$ cat src/rtl/countdown_timer.sv
// Countdown timer mode: load whole seconds with UP/DOWN, run/pause with CENTER,
// decrement once per centisecond and raise ALARM on reaching zero.
module countdown_timer #(
   parameter int TICKS_PER_CS = 10,
   parameter int STEP         = 100,
   parameter int MAX_COUNT    = 9999
) (
   input  logic        CLOCK_1ms,
   input  logic        RESET,
   input  logic        ENABLE,
   input  logic        BTN_CENTER,
   input  logic        BTN_UP,
   input  logic        BTN_DOWN,
   output logic [13:0] TIME,
   output logic        RUNNING,
   output logic        ALARM
);

   localparam int PW = (TICKS_PER_CS > 1) ? $clog2(TICKS_PER_CS) : 1;

   typedef enum logic [1:0] {
      ST_SET,
      ST_RUN,
      ST_PAUSE,
      ST_DONE
   } state_t;

   state_t          state_q, state_d;
   logic [13:0]     time_q, time_d;
   logic [13:0]     reload_q, reload_d;
   logic [PW-1:0]   presc_q, presc_d;
   logic [3:0]      sync_c_q, sync_c_d;
   logic [3:0]      sync_u_q, sync_u_d;
   logic [3:0]      sync_d_q, sync_d_d;
   logic            running_q, running_d;
   logic            alarm_q, alarm_d;

   logic            press_c, press_u, press_d;
   logic            tick;

   // Sums and differences are formed one bit wider so saturation sees the true result.
   function automatic logic [13:0] sat_add(input logic [13:0] t);
      logic [14:0] s;
      s = {1'b0, t} + 15'(STEP);
      if (s > 15'(MAX_COUNT)) return 14'(MAX_COUNT);
      return s[13:0];
   endfunction

   function automatic logic [13:0] sat_sub(input logic [13:0] t);
      logic [14:0] s;
      if ({1'b0, t} >= 15'(STEP)) s = {1'b0, t} - 15'(STEP);
      else s = '0;
      return s[13:0];
   endfunction

   always_comb begin
      sync_c_d = {sync_c_q[2:0], BTN_CENTER};
      sync_u_d = {sync_u_q[2:0], BTN_UP};
      sync_d_d = {sync_d_q[2:0], BTN_DOWN};
      press_c  = ENABLE && (sync_c_q[3:2] == 2'b01);
      press_u  = ENABLE && (sync_u_q[3:2] == 2'b01);
      press_d  = ENABLE && (sync_d_q[3:2] == 2'b01);
      tick     = (state_q == ST_RUN) && (presc_q == PW'(TICKS_PER_CS - 1));
   end

   always_comb begin
      state_d  = state_q;
      time_d   = time_q;
      reload_d = reload_q;
      presc_d  = presc_q;

      case (state_q)
         ST_SET: begin
            if (press_c) begin
               if (time_q != '0) begin
                  reload_d = time_q;
                  state_d  = ST_RUN;
               end
            end else if (press_u && !press_d) begin
               time_d = sat_add(time_q);
            end else if (press_d && !press_u) begin
               time_d = sat_sub(time_q);
            end
         end
         ST_RUN: begin
            presc_d = tick ? '0 : presc_q + PW'(1);
            // Reaching zero wins over a simultaneous pause request.
            if (tick && time_q == 14'd1) begin
               time_d  = '0;
               state_d = ST_DONE;
            end else begin
               if (tick) time_d = time_q - 14'd1;
               if (press_c) state_d = ST_PAUSE;
            end
         end
         ST_PAUSE: begin
            if (press_c) begin
               state_d = ST_RUN;
            end else if (press_d) begin
               time_d  = '0;
               state_d = ST_SET;
            end
         end
         ST_DONE: begin
            time_d = '0;
            if (press_c) begin
               time_d  = reload_q;
               state_d = ST_SET;
            end
         end
         default: state_d = ST_SET;
      endcase

      if (state_d == ST_SET) presc_d = '0;

      running_d = (state_d == ST_RUN);
      alarm_d   = (state_d == ST_DONE);
   end

   always_ff @(posedge CLOCK_1ms or posedge RESET) begin
      if (RESET) begin
         state_q   <= ST_SET;
         time_q    <= '0;
         reload_q  <= '0;
         presc_q   <= '0;
         sync_c_q  <= '0;
         sync_u_q  <= '0;
         sync_d_q  <= '0;
         running_q <= 1'b0;
         alarm_q   <= 1'b0;
      end else begin
         state_q   <= state_d;
         time_q    <= time_d;
         reload_q  <= reload_d;
         presc_q   <= presc_d;
         sync_c_q  <= sync_c_d;
         sync_u_q  <= sync_u_d;
         sync_d_q  <= sync_d_d;
         running_q <= running_d;
         alarm_q   <= alarm_d;
      end
   end

   assign TIME    = time_q;
   assign RUNNING = running_q;
   assign ALARM   = alarm_q;

endmodule

$ cat config.mk
export PLATFORM = sky130hd
export DESIGN_NAME = countdown_timer
export DESIGN_NICKNAME = d
export VERILOG_FILES = /design/src/rtl/countdown_timer.sv
export SDC_FILE = /design/constraint.sdc
export NUM_CORES = 1
export LEC_CHECK = 0
export CORE_ASPECT_RATIO = 0.9
export CORE_MARGIN = 2
export CORE_UTILIZATION = 38
export DETAILED_ROUTE_END_ITERATION = 6
export GPL_ROUTABILITY_DRIVEN = 0
export SETUP_SLACK_MARGIN = 0.02
export SLEW_MARGIN = 20
export SYNTH_ARGS = -nofsm -noshare
export SYNTH_HDL_FRONTEND = slang
export SYNTH_SLANG_ARGS = --single-unit
$ cat constraint.sdc
create_clock -name CLOCK_1ms -period 3.5 [get_ports CLOCK_1ms]
set_input_delay 0.7 -clock CLOCK_1ms [delete_from_list [all_inputs] [get_ports CLOCK_1ms]]
set_output_delay 0.7 -clock CLOCK_1ms [all_outputs]
set_load 0.02 [all_outputs]
* After elaboration in Yosys (flattened, before gate mapping)
Index checks and enable logic that the tools add are counted.
Word-level totals: output and inout port bits 16, register bits after elaboration 48
Operators by class: muxes and demuxes 27, equal/unequal tests 15, magnitude comparators 2, add/subtract/negate cells 4, reductions and logical operators 15
Operators with widths (number):
- 2-to-1 mux 14 bit | 11
- case mux 14 bit (4 select lines) | 1
- adder 14 x 7 -> 15 bit (second input constant) | 1
- > comparator 15 x 14 -> 1 bit (second input constant) | 1
- equality test 14 x 1 -> 1 bit (second input constant) | 1
- >= comparator 14 x 7 -> 1 bit (second input constant) | 1
- 2-to-1 mux 2 bit | 7
- nonzero test 14 bit | 1
- subtractor 14 x 1 -> 14 bit (second input constant) | 1
- subtractor 14 x 7 -> 14 bit (second input constant) | 1
- 2-to-1 mux 4 bit | 3
- equality test 2 x 1 -> 1 bit (second input constant) | 5
- case mux 2 bit (4 select lines) | 1
- logical AND 1 bit | 7
- equality test 2 bit (second input constant) | 3
- inequality test 2 bit (second input constant) | 3
- AND reduction 5 bit | 1
- adder 4 x 1 -> 4 bit (second input constant) | 1
- equality test 4 bit (second input constant) | 1
- logical NOT 2 bit | 2
- 2-to-1 mux 1 bit | 4
- inequality test 3 x 2 -> 1 bit (second input constant) | 1
- inequality test 3 bit (second input constant) | 1
- AND reduction 3 bit | 1
- 2 further kinds | 3

* Longest topological paths before layout
Gate-level depths: netlist of run 1.
depth in word-level cells 11, depth in mapped cells 12, mapped depth without buffers 11

* Worst setup path before layout of run 1
Ideal clock, no wire load.
path kind reg2reg, start point reg time_q[2], in the netlist TIME[2], end point reg time_q[9], in the netlist TIME[9], cell stages (with the launch flop) 10, arrival 2.640 ns, path slack 0.734 ns, required time 3.374 ns, cell sequence dfrtp_1 -> ha_1 -> a211o_1 -> buf_2 -> o21ai_0 -> a32oi_1 -> or4b_1 -> a31oi_2 -> o211ai_1 -> a221o_1
Between the ends: cells in the longest elaborated chain, start to end 10, elaborated cells on any way between the ends 21
RTL lines:
- start, declared | RTL line 29 | logic [13:0] time_q, time_d;
- start signal, assigned | RTL line 133 | time_q <= time_d;
- adder 14 x 7 -> 15 bit | RTL line 44 | s = {1'b0, t} + 15'(STEP);
- > comparator 15 x 14 -> 1 bit | RTL line 45 | if (s > 15'(MAX_COUNT)) return 14'(MAX_COUNT);
- 2-to-1 mux 1 bit | RTL line 45
- 2-to-1 mux 1 bit | RTL line 79 | end else if (press_u && !press_d) begin
- 2-to-1 mux 1 bit | RTL line 74 | if (press_c) begin
- 2-to-1 mux 1 bit | RTL line 72 | case (state_q)
- 2-to-1 mux 14 bit | RTL line 46 | return s[13:0];
- 2-to-1 mux 14 bit | RTL line 79
- 2-to-1 mux 14 bit | RTL line 74
- case mux 14 bit (4 select lines) | RTL line 72
Parallel ways exist; a longest one is shown, timed or not. The select of a mux whose other input is x is not followed. A chain may end at the register's enable or synchronous reset.

* Worst setup path in the final report of run 1
start point reg time_q[4], in the netlist TIME[4], end point reg time_q[6], in the netlist TIME[6]
The elaborated chain is that of the path after synthesis.

==> results.json, run 1 <==
{
  "start_util_pct": 38.6,
  "dieHeight_um": 91.8,
  "worstSetupPathType": "flop to flop",
  "cp.buffers_inverters": 0,
  "drc_errors": 0,
  "cp_slowest_stage_delay_ns": 0.64,
  "insertion_delay_ns": 0.30,
  "peakVddDrop_mv": 0.313,
  "rsz0062_at_grt": "no",
  "crit_fanout": 14,
  "path_clk_slew_ns": 0.09,
  "fin_tns_setup_ns": 0,
  "io_buffers": 21,
  "tightest_slew_ns": 0.840,
  "grtUsageTotal_pct": 19.3,
  "fmax_mhz": 325,
  "finalSetupViolCount": 0,
  "final_area_um2": 3670,
  "layout.cells.non_filler": 501,
  "core_area_um2": 8450,
  "slew_headroom_pct": 44.0,
  "rows": 32,
  "yosysSeqAreaShare_pct": 36.9,
  "mostFrequentLayoutCell": "dfrtp_1",
  "cp_data_required_time_ns": 3.68,
  "min_path_type": "flop to flop",
  "hold_viol": 0,
  "status": "completed",
  "synth_top_area_share_pct": 36.9,
  "fin_crit_ns": 3.08,
  "yosys-top-cells-area": "dfrtp_1 37%, mux2_2 4.8%, ha_1 3.8%, a21oi_1 3.7%, nor2_1 3.6%",
  "netlist_area_um2": 3260,
  "synthDistinctLibCells": 62,
  "cts_tree": "done",
  "globalRouteOverflowTotal": 0,
  "crit_family": "simple AND/OR/NAND/NOR gates",
  "antenna_found_initial": 0,
  "ctsHoldBuffers": 0,
  "r2r_slack_ns": 0.42,
  "setup.worst_path.end_class": "flop",
  "synthCells": 371,
  "htreeDepth": 2,
  "synth_edf_count": 0,
  "total_power_mw": 3.00,
  "clockBufferDepth": 2,
  "cts_buffers": 5,
  "synth.avg_cell_area_um2": 8.78,
  "nets": 398,
  "finalClockSkew_ns": 0.00697,
  "layout-drive-gt1-share_pct": 11.5,
  "grt_max_degree": 49,
  "die-area_um2": 9330,
  "syn-num-nets": 387,
  "cts_resized": 0,
  "drtIter0Drc": 212,
  "maxCapViolations": 0,
  "vias": 2893,
  "ant_nets": 0,
  "routed_wl_um": 8430,
  "routedWlPerCell_um": 16.8,
  "ys_ff_latch": 48,
  "cts_num_sinks": 48,
  "period_share_pct": 87.9,
  "antenna_cells": 0,
  "p_leak_nw": 1.49,
  "arrival_ns": 3.25,
  "io_pins": 22,
  "hpwl_um": 6050,
  "synthFlopType": "dfrtp_1",
  "final_cell_mix": "48 x dfrtp_1, 31 x nor2_1, 25 x nand2_1",
  "synth_top_cell_by_area": "dfrtp_1",
  "syn2layout_area_growth_pct": 12.6,
  "critPathSlowestCell": "or4_1",
  "path_cells": "or4_1 -> or4_4 -> o21ai_2 -> o21ai_0 -> and3_1 -> o21ai_1 -> nand3_1",
  "post_cts_buffers": 0,
  "async_flop_share_pct": 100,
  "cts_root_buf": "clkbuf_8",
  "first_pass_iters": 5,
  "powerDensity_nw_per_um2": 818,
  "dp_cells": 494,
  "worst_setup_path_start_kind": "flop",
  "maxSlewViolCount": 0,
  "vias_per_cell": 5.77,
  "die_w_um": 102,
  "ys_warn_count": 0,
  "placed_area_um2": 3580,
  "grt_pass1_vias": 2731,
  "grt_pass1_wl_um": 14200
}
path summary, 6_finish.rpt:
path,from,endpoint,depth (start not counted)
setup / recovery,TIME[4],TIME[6],7
hold / removal,sync_c_q[1],sync_c_q[2],0
setup reg to reg,TIME[4],TIME[6],7
hold reg to reg,sync_c_q[1],sync_c_q[2],0
max in group asynchronous,RESET,TIME[7],2
min in group asynchronous,RESET,sync_d_q[3],2
layer usage:
metal / share of wire (%) / vias to the layer above / GRT usage (%) / routed length [um]
met5: 0 / - / 0 / 0
met4: 1.2 / 0 / 5.29 / 99
met3: 7.3 / 10 / 2.74 / 612
met2: 45 / 123 / 28.6 / 3790
met1: 47 / 1389 / 29.0 / 3930
li1: - / 1371 / - / -
cell usage after synthesis (all sizes together), types with 2 or more instances:
| master | instances |
|---|---|
| and3b | 4 |
| nor2b | 4 |
| buf | 11 |
| a22o | 3 |
| ha | 10 |
| xor2 | 2 |
| or4 | 4 |
| o21ai | 25 |
| nor2 | 31 |
| clkbuf | 18 |
| or2 | 2 |
| o211ai | 8 |
| nand4b | 2 |
| a31oi | 7 |
| and3 | 8 |
| a221oi | 6 |
| or3 | 3 |
| o31a | 2 |
| nand4 | 5 |
| a21oi | 24 |
| xnor2 | 13 |
| a221o | 2 |
| a21o | 5 |
| nor3 | 16 |
| nand2b | 13 |
| nand3b | 2 |
| o31ai | 3 |
| nand2 | 25 |
| mux2 | 14 |
| a211oi | 2 |
| nand3 | 12 |
| mux2i | 2 |
| inv | 10 |
| and2 | 2 |
| nor3b | 2 |
| dfrtp | 48 |
| a32oi | 4 |
sequential cells by signal, indices dropped and copies added, names as in the netlist:
name      cells
sync_d_q      4
presc_q       4
ALARM         1
RUNNING       1
TIME         14
state_q       2
sync_c_q      4
sync_u_q      4
reload_q     14
logic make-up after synthesis:
| kind of cell | share of synthesized area (%) |
|---|---|
| DFF | 36.9 |
| and+or+nand+nor | 22.9 |
| xor gates and xnor gates | 4.03 |
| AOI/OAI and AO/OA | 21.6 |
| buffers and inverters | 5.30 |
| adders and majority gates | 3.84 |
| muxes | 5.46 |
per-stage QoR:
| step | utilization (%) | setup slack [ns] | hold WS (ns) |
|---|---|---|---|
| 6_report | 43.4 | 0.422 | 0.358 |
| 4_1_cts | 43.4 | 0.467 | 0.361 |
| 3_5_place_dp | 42.3 | 0.499 | 0.336 |
| 3_3_place_gp | 42.3 | 0.484 | 0.333 |
| 2_1_floorplan | - | 0.734 | 0.331 |
| 5_1_grt | 43.4 | 0.298 | 0.366 |
worst register-to-register path, cell delays in order, from the launching register on:
cell	delay, ns
dfrtp_1	0.52
or4_1	0.64
or4_4	0.55
o21ai_2	0.49
o21ai_0	0.31
and3_1	0.24
o21ai_1	0.11
nand3_1	0.10
final cells by class:
| cell class | instances | area, um^2 |
|---|---|---|
| Clock buffer | 6 | 82.6 |
| Clock inverter | 1 | 8.76 |
| Fill cell | 840 | 4780 |
| Inverter | 10 | 38.8 |
| Multi-Input combinational cell | 284 | 1890 |
| Sequential cell | 48 | 1200 |
| Tap cell | 119 | 149 |
| Timing Repair Buffer | 33 | 300 |
report_power, final:
group / leakage [nW] / internal (mW) / switching (mW)
registers: 0.592 / 0.721 / 0.237
clock network: 0.0473 / 0.158 / 0.187
logic: 0.852 / 0.732 / 0.968
No activity file was read; power rests on OpenSTA's default activity.
==> run 2, diff against run 1 <==
Settings changed: ABC_AREA from default to 1, CORE_ASPECT_RATIO 0.9 to 0.75, CORE_UTILIZATION 38 to 59, PLACE_DENSITY from default to 0.8.
==> run 2 against run 1 <==
Net effect: design area decreased by 1.3%; combinational power increased by 11%; clock skew increased by 0.0013 ns; wire length decreased by 5.4%; setup slack improved by 0.50 ns; utilization increased by 25 points; die area decreased by 34%; via count increased by 3.2%; non-clock buffer count decreased by 9; critical path depth increased by 4; sequential power increased by 5%; fmax increased by 19%; critical endpoint is now TIME[10]; largest cell class unchanged.
==> results.json, run 2 <==
{
  "status": "completed",
  "routedWlPerCell_um": 15.3,
  "start_util_pct": 60.9,
  "synth_most_common_cell": "nand2_1",
  "hpwl_um": 5770,
  "first_pass_iters": 5,
  "met1_usage_pct": 39.5,
  "cp_data_required_time_ns": 3.69,
  "worst_setup_path_start_kind": "flop",
  "nets": 461,
  "fin_ws_ns": 0.919,
  "clockBufferDepth": 2,
  "finalSetupViolCount": 0,
  "vias_per_cell": 5.73,
  "final_cell_mix": "112 x nand2_1, 48 x dfrtp_1, 36 x inv_1",
  "async_flop_share_pct": 100,
  "cts_resized": 0,
  "layout-drive-gt1-share_pct": 13.7,
  "cts_num_sinks": 48,
  "antenna_found_initial": 0,
  "pwr-share-seq_pct": 30.5,
  "layout.cells.non_filler": 521,
  "peakVddDrop_mv": 0.518,
  "holdPathEnd": "sync_c_q[1]",
  "whs_ns": 0.354,
  "netlist_area_um2": 3240,
  "r2r_slack_ns": 0.92,
  "drtIter0Drc": 299,
  "htreeDepth": 2,
  "power.switching_mw": 1.69,
  "dieHeight_um": 68.2,
  "routed_wl_um": 7980,
  "crit_start": "TIME[2]",
  "powerDensity_nw_per_um2": 915,
  "switching_share_pct": 50.8,
  "rsz0062_at_grt": "no",
  "synthFlopType": "dfrtp_1",
  "ys_ff_latch": 48,
  "cp_slowest_stage_delay_ns": 0.51,
  "fmax_mhz": 387,
  "holdCritStartpoint": "sync_c_q[0]",
  "insertion_delay_ns": 0.31,
  "vias": 2987,
  "grt_max_degree": 49,
  "crit_fanout": 8,
  "fin_crit_ns": 2.58,
  "pre_cts_ws_ns": 0.768,
  "mostFrequentLayoutCell": "nand2_1",
  "die-area_um2": 6110,
  "slew_headroom_pct": 45.2,
  "die_w_um": 89.6,
  "maxCapViolations": 0,
  "period_share_pct": 73.8,
  "synthDistinctLibCells": 36,
  "ctsHoldBuffers": 0,
  "comb_power_share_pct": 57.0,
  "placed_area_um2": 3500,
  "final_util_pct": 68.0,
  "r2r_end": "TIME[10]",
  "fin_tns_setup_ns": 0,
  "io_pins": 22,
  "core_area_um2": 5320,
  "synth.avg_cell_area_um2": 7.63,
  "total_power_mw": 3.31,
  "critPathSlowestCell": "dfrtp_1",
  "synthTopCellsByCount": "112 x nand2_1, 48 x dfrtp_1, 37 x inv_1",
  "drc_errors": 0,
  "grtUsageTotal_pct": 27.7,
  "clock_power_share_pct": 12.5,
  "syn-num-nets": 441,
  "internal-power_mw": 1.63,
  "path_cells": "inv_1 -> ha_1 -> nand2_1 -> a31oi_1 -> nand3_1 -> nand2_1 -> inv_2 -> nand2_1 -> nand3_1 -> a21oi_1 -> a22oi_1",
  "synthCells": 425,
  "syn2layout_area_growth_pct": 11.6,
  "grtUsageMet2_pct": 43.3,
  "globalRouteOverflowTotal": 0,
  "hold_viol": 0,
  "rows": 23,
  "holdPathStages": 0,
  "io_buffers": 21,
  "arrival_ns": 2.77,
  "cts_tree": "done",
  "yosysSeqAreaShare_pct": 37.0,
  "final_area_um2": 3620,
  "reg2reg_depth": 11,
  "post_cts_buffers": 0,
  "p_leak_nw": 1.69,
  "grt_pass1_wl_um": 12800,
  "finalClockSkew_ns": 0.00827,
  "antenna_cells": 0,
  "tightest_slew_ns": 0.821,
  "cts_root_buf": "clkbuf_8",
  "min_path_type": "flop to flop",
  "synth_top_cell_by_area": "dfrtp_1",
  "r2r-start": "TIME[2]",
  "grt_pass1_vias": 2734,
  "synth_edf_count": 0,
  "synth_top_area_share_pct": 37.0,
  "met3_usage_pct": 5.67,
  "ant_nets": 0,
  "cts_buffers": 5,
  "yosys-top-cells-area": "dfrtp_1 37%, nand2_1 13%, xor2_1 5.1%, inv_1 4.3%, nand3_1 4.2%",
  "crit_top_cell": "nand2_1",
  "maxSlewViolCount": 0,
  "busiest_layer": "met2",
  "path_clk_slew_ns": 0.10,
  "ys_warn_count": 0,
  "setup.worst_path.end_class": "flop",
  "dp_cells": 513,
  "worstSetupPathType": "flop to flop"
}
## run 2: critical path: cells and delay by family (launching register included)
kind	cells	cell delay [ns]
and+or+nand+nor	5	0.70
AOI/OAI and AO/OA	3	0.61
DFF	1	0.51
buffers and inverters	2	0.35
adders and majority gates	1	0.27
## run 2: worst max-delay path by stage
stage               end
2_1_floorplan  TIME[12]
3_3_place_gp   TIME[13]
3_5_place_dp   TIME[13]
4_1_cts        TIME[10]
5_1_grt        TIME[10]
6_report       TIME[10]
## run 2: cells by family after synthesis
group / share of synthesized area, %
buffers and inverters: 8.33
adder cells (fa/ha/maj): 3.86
AND/OR/NAND/NOR: 32.1
multiplexers: 0.309
XOR/XNOR: 6.44
AO/OA/AOI/OAI: 12.0
flip-flops: 37.0
## run 2: metal layers
metal	vias to the layer above	wire, um	share of wire (%)
met5	-	0	0
met4	0	77	0.97
met3	15	663	8.3
met2	152	3580	45
met1	1415	3650	46
li1	1405	-	-
## run 2: layout make-up
class	instances	area, um^2
Clock inverter	3	47.5
Multi-Input combinational cell	312	1770
Sequential cell	48	1200
Tap cell	75	93.8
Inverter	54	204
Clock buffer	5	68.8
Timing Repair Buffer	24	233
Fill cell	460	1700
## run 2: power groups by stage
stage | clock network (mW) | logic (mW) | registers (mW)
after floorplan | 0 | 1.40 | 0.972
after global placement | 0 | 1.82 | 1.01
after detailed placement | 0 | 1.85 | 1.02
after CTS | 0.417 | 1.86 | 1.01
after global routing | 0.445 | 2.08 | 1.04
final | 0.415 | 1.89 | 1.01
